$ cat config.mk
export PLATFORM = sky130hd
export DESIGN_NAME = mux_sel_pipe_flat
export DESIGN_NICKNAME = d
export VERILOG_FILES = /design/src/rtl/mux_sel_pipe_pkg.sv /design/src/rtl/mux_sel_pipe_if.sv /design/src/rtl/mux_sel_pipe_rr_pick.sv /design/src/rtl/mux_sel_pipe.sv /design/src/flat_wrapper.sv
export SDC_FILE = /design/constraint.sdc
export NUM_CORES = 1
export LEC_CHECK = 0
export ABC_AREA = 1
export CORE_ASPECT_RATIO = 0.7
export CORE_UTILIZATION = 41
export DETAILED_ROUTE_END_ITERATION = 6
export PLACE_DENSITY = 0.95
export SLEW_MARGIN = 10
export SYNTH_ARGS = -nofsm -noshare
export SYNTH_HDL_FRONTEND = slang
export SYNTH_SLANG_ARGS = --single-unit
export TNS_END_PERCENT = 5
$ cat constraint.sdc
create_clock -name clk -period 9.8 [get_ports clk]
set_input_delay 2.45 -clock clk [delete_from_list [all_inputs] [get_ports clk]]
set_output_delay 2.45 -clock clk [all_outputs]
set_load 0.1 [all_outputs]
$ cat src/rtl/mux_sel_pipe_pkg.sv
// Shared constants and helpers for the registered N-input selector.
package mux_pkg;

    localparam logic MODE_STATIC = 1'b0;
    localparam logic MODE_RR     = 1'b1;

    // Channel index width. Never below one bit, so a single channel still has an index.
    function automatic int selw_f(input int n);
        return (n < 2) ? 1 : $clog2(n);
    endfunction

endpackage

$ cat src/rtl/mux_sel_pipe_if.sv
// Producer/consumer bundle for mux_sel_pipe: per-channel valid/ready in, one valid/ready out.
interface mux_sel_pipe_if #(
    parameter int NUM_IN = 4,
    parameter int WIDTH  = 32
);

    localparam int SELW = mux_pkg::selw_f(NUM_IN);

    logic                    rr_en;
    logic [SELW-1:0]         sel;
    logic [NUM_IN-1:0]       in_valid;
    logic [NUM_IN*WIDTH-1:0] in_data;
    logic [NUM_IN-1:0]       in_ready;
    logic                    out_valid;
    logic [WIDTH-1:0]        out_data;
    logic [SELW-1:0]         out_src;
    logic                    out_ready;

    modport master (
        output rr_en, sel, in_valid, in_data, out_ready,
        input  in_ready, out_valid, out_data, out_src
    );

    modport slave (
        input  rr_en, sel, in_valid, in_data, out_ready,
        output in_ready, out_valid, out_data, out_src
    );

endinterface

$ cat src/rtl/mux_sel_pipe_rr_pick.sv
// Round-robin picker: first requester at or after the pointer, wrapping around.
module rr_pick #(
    parameter int NUM_IN = 4,
    parameter int SELW   = 2
) (
    input  logic [NUM_IN-1:0] i_req,
    input  logic [SELW-1:0]   i_ptr,
    output logic              o_gnt,
    output logic [SELW-1:0]   o_idx
);

    logic [NUM_IN-1:0] w_rot;
    logic              w_found;
    int                w_off;

    function automatic int wrapAdd(input int a, input int b);
        int s;
        s = a + b;
        if (s >= NUM_IN) s = s - NUM_IN;
        return s;
    endfunction

    // Rotate so the pointer channel lands at position 0.
    always_comb begin
        w_rot = '0;
        for (int k = 0; k < NUM_IN; k++) begin
            for (int i = 0; i < NUM_IN; i++) begin
                if (wrapAdd(int'(i_ptr), k) == i) w_rot[k] = i_req[i];
            end
        end
    end

    always_comb begin
        w_found = 1'b0;
        w_off   = 0;
        for (int k = NUM_IN - 1; k >= 0; k--) begin
            if (w_rot[k]) begin
                w_found = 1'b1;
                w_off   = k;
            end
        end
    end

    always_comb begin
        o_gnt = w_found;
        o_idx = SELW'(wrapAdd(int'(i_ptr), w_off));
    end

endmodule

$ cat src/rtl/mux_sel_pipe.sv
// Registered N:1 selector with static or round-robin arbitration and a one-deep output register.
module mux_sel_pipe
    import mux_pkg::*;
#(
    parameter int NUM_IN = 4,
    parameter int WIDTH  = 32
) (
    input logic          clk,
    input logic          rst_n,
    mux_sel_pipe_if.slave bus
);

    localparam int SELW = selw_f(NUM_IN);

    logic              r_outValid;
    logic [WIDTH-1:0]  r_outData;
    logic [SELW-1:0]   r_outSrc;
    logic [SELW-1:0]   r_ptr;

    logic              w_load;
    logic              w_stGnt;
    logic              w_rrGnt;
    logic [SELW-1:0]   w_rrIdx;
    logic              w_gnt;
    logic [SELW-1:0]   w_gntIdx;
    logic [SELW-1:0]   w_ptrNext;
    logic [WIDTH-1:0]  w_selData;
    logic [NUM_IN-1:0] w_ready;

    rr_pick #(
        .NUM_IN (NUM_IN),
        .SELW   (SELW)
    ) u_rr_pick (
        .i_req (bus.in_valid),
        .i_ptr (r_ptr),
        .o_gnt (w_rrGnt),
        .o_idx (w_rrIdx)
    );

    assign w_load = ~r_outValid | bus.out_ready;

    // A select value with no matching channel simply never grants.
    always_comb begin
        w_stGnt = 1'b0;
        for (int i = 0; i < NUM_IN; i++) begin
            if (bus.sel == SELW'(i)) w_stGnt = bus.in_valid[i];
        end
    end

    always_comb begin
        if (bus.rr_en == MODE_RR) begin
            w_gnt    = w_rrGnt;
            w_gntIdx = w_rrIdx;
        end else begin
            w_gnt    = w_stGnt;
            w_gntIdx = bus.sel;
        end
    end

    always_comb begin
        w_selData = '0;
        for (int i = 0; i < NUM_IN; i++) begin
            if (w_gntIdx == SELW'(i)) w_selData = bus.in_data[i*WIDTH +: WIDTH];
        end
    end

    always_comb begin
        w_ready = '0;
        for (int i = 0; i < NUM_IN; i++) begin
            w_ready[i] = rst_n & w_load & w_gnt & (w_gntIdx == SELW'(i));
        end
    end

    assign w_ptrNext = (w_gntIdx == SELW'(NUM_IN - 1)) ? '0 : w_gntIdx + SELW'(1);

    always_ff @(posedge clk or negedge rst_n) begin
        if (!rst_n) begin
            r_outValid <= 1'b0;
            r_outData  <= '0;
            r_outSrc   <= '0;
            r_ptr      <= '0;
        end else if (w_load) begin
            if (w_gnt) begin
                r_outValid <= 1'b1;
                r_outData  <= w_selData;
                r_outSrc   <= w_gntIdx;
                if (bus.rr_en == MODE_RR) r_ptr <= w_ptrNext;
            end else begin
                r_outValid <= 1'b0;
            end
        end
    end

    assign bus.in_ready  = w_ready;
    assign bus.out_valid = r_outValid;
    assign bus.out_data  = r_outData;
    assign bus.out_src   = r_outSrc;

endmodule

$ cat src/flat_wrapper.sv
// flat-port wrapper written by rule: the top's interface ports become plain ports
module mux_sel_pipe_flat import mux_pkg::*;
#(
    parameter int NUM_IN = 4,
    parameter int WIDTH  = 32
)
  (clk, rst_n, bus_rr_en, bus_sel, bus_in_valid, bus_in_data, bus_out_ready, bus_in_ready, bus_out_valid, bus_out_data, bus_out_src);
  mux_sel_pipe_if #(.NUM_IN(NUM_IN), .WIDTH(WIDTH)) bus_i ();
  input logic clk;
  input logic rst_n;
  input wire logic [$bits(bus_i.rr_en)-1:0] bus_rr_en;
  input wire logic [$bits(bus_i.sel)-1:0] bus_sel;
  input wire logic [$bits(bus_i.in_valid)-1:0] bus_in_valid;
  input wire logic [$bits(bus_i.in_data)-1:0] bus_in_data;
  input wire logic [$bits(bus_i.out_ready)-1:0] bus_out_ready;
  output wire logic [$bits(bus_i.in_ready)-1:0] bus_in_ready;
  output wire logic [$bits(bus_i.out_valid)-1:0] bus_out_valid;
  output wire logic [$bits(bus_i.out_data)-1:0] bus_out_data;
  output wire logic [$bits(bus_i.out_src)-1:0] bus_out_src;
  assign bus_i.rr_en = bus_rr_en;
  assign bus_i.sel = bus_sel;
  assign bus_i.in_valid = bus_in_valid;
  assign bus_i.in_data = bus_in_data;
  assign bus_i.out_ready = bus_out_ready;
  assign bus_in_ready = bus_i.in_ready;
  assign bus_out_valid = bus_i.out_valid;
  assign bus_out_data = bus_i.out_data;
  assign bus_out_src = bus_i.out_src;
  mux_sel_pipe #(.NUM_IN(NUM_IN), .WIDTH(WIDTH)) u_core (.clk(clk), .rst_n(rst_n), .bus(bus_i));
endmodule
==> results of run 1 <==
## path summary, 6_finish.rpt
check                                               startpoint                             endpoint  depth (start not counted)
setup / recovery                               bus_in_valid[3]                      bus_in_ready[3]                         17
hold / removal             u_core.bus.out_data[20]$_DFFE_PN0P_  u_core.bus.out_data[20]$_DFFE_PN0P_                          2
setup reg to reg                   u_core.r_ptr[1]$_DFFE_PN0P_   u_core.bus.out_data[9]$_DFFE_PN0P_                         19
hold reg to reg            u_core.bus.out_data[20]$_DFFE_PN0P_  u_core.bus.out_data[20]$_DFFE_PN0P_                          2
max in group asynchronous                                rst_n  u_core.bus.out_data[22]$_DFFE_PN0P_                          1
min in group asynchronous                                rst_n    u_core.bus.out_src[1]$_DFFE_PN0P_                          1
## state kept, by name (all words and copies together) (netlist names)
| register | cells |
|---|---|
| u_core.bus.out_src | 2 |
| u_core.r_ptr | 2 |
| u_core.bus.out_valid | 1 |
| u_core.bus.out_data | 32 |
## critical path, cell delays in order
cell             delay (ps)
clkdlybuf4s50_1         560
inv_1                   100
nand3_1                 140
nand3_2                 120
o21ai_0                 100
a21oi_1                 100
ha_1                    190
xor2_1                  160
inv_1                    90
nand3_1                  70
nand3_1                 150
nand2_1                 110
inv_1                    90
ha_2                    180
inv_1                    40
nor2_1                   90
clkdlybuf4s50_1        1160
## power by group through the flow
stage	Sequential, mW	Clock, mW	Combinational [mW]
global route	0.283	0.117	1.47
detailed placement	0.277	0	1.36
CTS	0.275	0.110	1.37
finish	0.276	0.106	1.37
floorplan	0.714	0	0.577
global placement	0.271	0	1.32
## stage by stage
stage / instances / util (%)
after global routing: 703 / 69.8
final: 703 / 69.8
after global placement: 696 / 68.5
after detailed placement: 696 / 68.5
after CTS: 703 / 69.8
after floorplan: 454 / -
## cell type report
type	count	area [um2]
sequential	37	926
inverter	19	71.3
fill	559	2040
multi-input combinational	365	1700
timing repair buffer	181	1810
tap	94	118
clock buffer	7	86.3
## logic make-up after synthesis
family	Yosys count
adders and majority gates	5
DFF	37
buffers and inverters	52
xor gates and xnor gates	1
AOI/OAI and AO/OA	103
and+or+nand+nor	256
## per-layer routing
layer	wire length [um]	part of all wire, %	vias to the layer above
li1	-	-	1790
met2	5270	49	183
met5	0	0	-
met1	4290	40	1688
met3	1040	9.6	28
met4	244	2.2	0
## synth_stat cells, types with 5 or more instances
| cell | count | share of area [%] |
|---|---|---|
| nand2_1 | 184 | 24 |
| o21ai_0 | 63 | 11 |
| nand3_1 | 47 | 8.2 |
| dfrtp_1 | 37 | 32 |
| a21oi_1 | 34 | 5.9 |
| clkbuf_1 | 21 | 2.7 |
| inv_1 | 16 | 2.1 |
| nor2_1 | 9 | 1.2 |
| buf_6 | 6 | 2.3 |
| ha_1 | 5 | 2.2 |
| nand3_2 | 5 | 1.7 |
| o21ai_1 | 5 | 0.87 |
==> impl_metrics.env, run 1 <==
export IMPL_status="finished clean"
export IMPL_cp_max_fo=4
export IMPL_vias_per_cell=5.25
export IMPL_syn_area_um2=2880
export IMPL_grt_util_met2_pct=51.5
export IMPL_report_final_slew_viol_count=0
export IMPL_cts_setup_buffers=0
export IMPL_cp_start_kind="primary input"
export IMPL_layout_commonest_cell="nand2_1"
export IMPL_peakVddDrop_mv=0.292
export IMPL_ff2ff_setup_slack_ps=5970
export IMPL_synth_cells=454
export IMPL_clkTransAtPathRegs_ps=60
export IMPL_setup_violations=0
export IMPL_final_cell_mix="184 x nand2_1, 172 x clkdlybuf4s50_1, 63 x o21ai_0"
export IMPL_synthXorXnorAreaFrac_pct=0.304
export IMPL_cts_root_buf="clkbuf_8"
export IMPL_p_leak_nw=2.14
export IMPL_fp_row_count=25
export IMPL_dpl_worst_slack_ps=1540
export IMPL_cts_tree="yes"
export IMPL_synth_compound_area_share_pct=18.1
export IMPL_syn_avg_cell_area_um2=6.34
export IMPL_fin_ws_ps=1430
export IMPL_powerDensity_nw_per_um2=372
export IMPL_drtIter0Drc=197
export IMPL_drt_total_wl_um=10800
export IMPL_busiest_layer="met2"
export IMPL_internal_power_mw=0.652
export IMPL_critical_path_class="in -> out"
export IMPL_synthSimpleGateAreaFrac_pct=38.5
export IMPL_swShare_pct=62.8
export IMPL_wl_per_cell_um=15.4
export IMPL_dieWidth_um=102
export IMPL_cts_resized=0
export IMPL_power_frac_clock_pct=6.0
export IMPL_worstMarginPinSlew_ps=1010
export IMPL_synth_flop_cell="dfrtp_1"
export IMPL_grtUsageTotal_pct=28.7
export IMPL_drtPass1Iterations=4
export IMPL_ys_async_sr_fraction_pct=100
export IMPL_clkSinkCount=37
export IMPL_fin_crit_ps=8370
export IMPL_final_nets=752
export IMPL_io_pins=177
export IMPL_p_total_mw=1.75
export IMPL_power_frac_seq_pct=15.7
export IMPL_dieHeight_um=72.1
export IMPL_met1_usage_pct=32.5
export IMPL_cp_required_ps=7350
export IMPL_slew_headroom_pct=32.1
export IMPL_synth_edff_count=0
export IMPL_drc=0
export IMPL_max_cap_violations=0
export IMPL_syn2layout_area_growth_pct=63.9
export IMPL_synth_top_family_by_area="simple AND/OR/NAND/NOR gates"
export IMPL_syn_nets=597
export IMPL_end_kind="primary output"
export IMPL_clock_latency_ps=280
export IMPL_hold_buffers=0
export IMPL_die_area_um2=7360
export IMPL_grt_pass1_vias=3527
export IMPL_io_buffers=176
export IMPL_combPwrFrac_pct=78.2
export IMPL_timing_fmax_mhz=120
export IMPL_hp_class="reg -> reg"
export IMPL_worstPathArrival_ps=5920
export IMPL_yosysUniqueCellTypes=25
export IMPL_grt_pass1_wl_um=16400
export IMPL_timing_setup_tns_ps=0
export IMPL_clk_path_buf_depth=2
export IMPL_design_area_um2=4720
export IMPL_start_util_pct=42.6
export IMPL_synth_fa_ha_area_share_pct=2.17
export IMPL_core_um2=6760
export IMPL_drive_gt1_share_pct=5.09
export IMPL_grt_ovfl_total=0
export IMPL_grt_max_degree=65
export IMPL_yosysWarnings=0
export IMPL_netSwitchingPower_mw=1.10
export IMPL_htreeDepth=2
export IMPL_met3_usage_pct=6.84
export IMPL_rsz0062_at_grt="false"
export IMPL_dpl_hpwl_um=7750
export IMPL_period_share_pct=85.4
export IMPL_placed_cell_area_um2=4630
export IMPL_synthMuxAreaShare_pct=0
export IMPL_ant_nets=0
export IMPL_cts_buffers=5
export IMPL_skew_ps=12.7
export IMPL_antenna_found_initial=0
export IMPL_vias=3689
export IMPL_ys_ff_latch=37
export IMPL_hold_violations=0
export IMPL_yosysSeqAreaShare_pct=32.2
export IMPL_hold_ws_ps=478
export IMPL_diodes=0
export IMPL_routabilityCongestion=0.892
No activity file was read; power rests on OpenSTA's default activity.
==> inputs of run 2 (changes only) <==
--- a/config.mk
+++ b/config.mk
@@ -6,6 +6,7 @@
 export NUM_CORES = 1
 export LEC_CHECK = 0
 export ABC_AREA = 1
+export CAP_MARGIN = 5
 export CORE_ASPECT_RATIO = 0.7
 export CORE_UTILIZATION = 41
 export DETAILED_ROUTE_END_ITERATION = 6
==> results of run 2 <==
Final layout, timing and power as in run 1 (identical DEF).
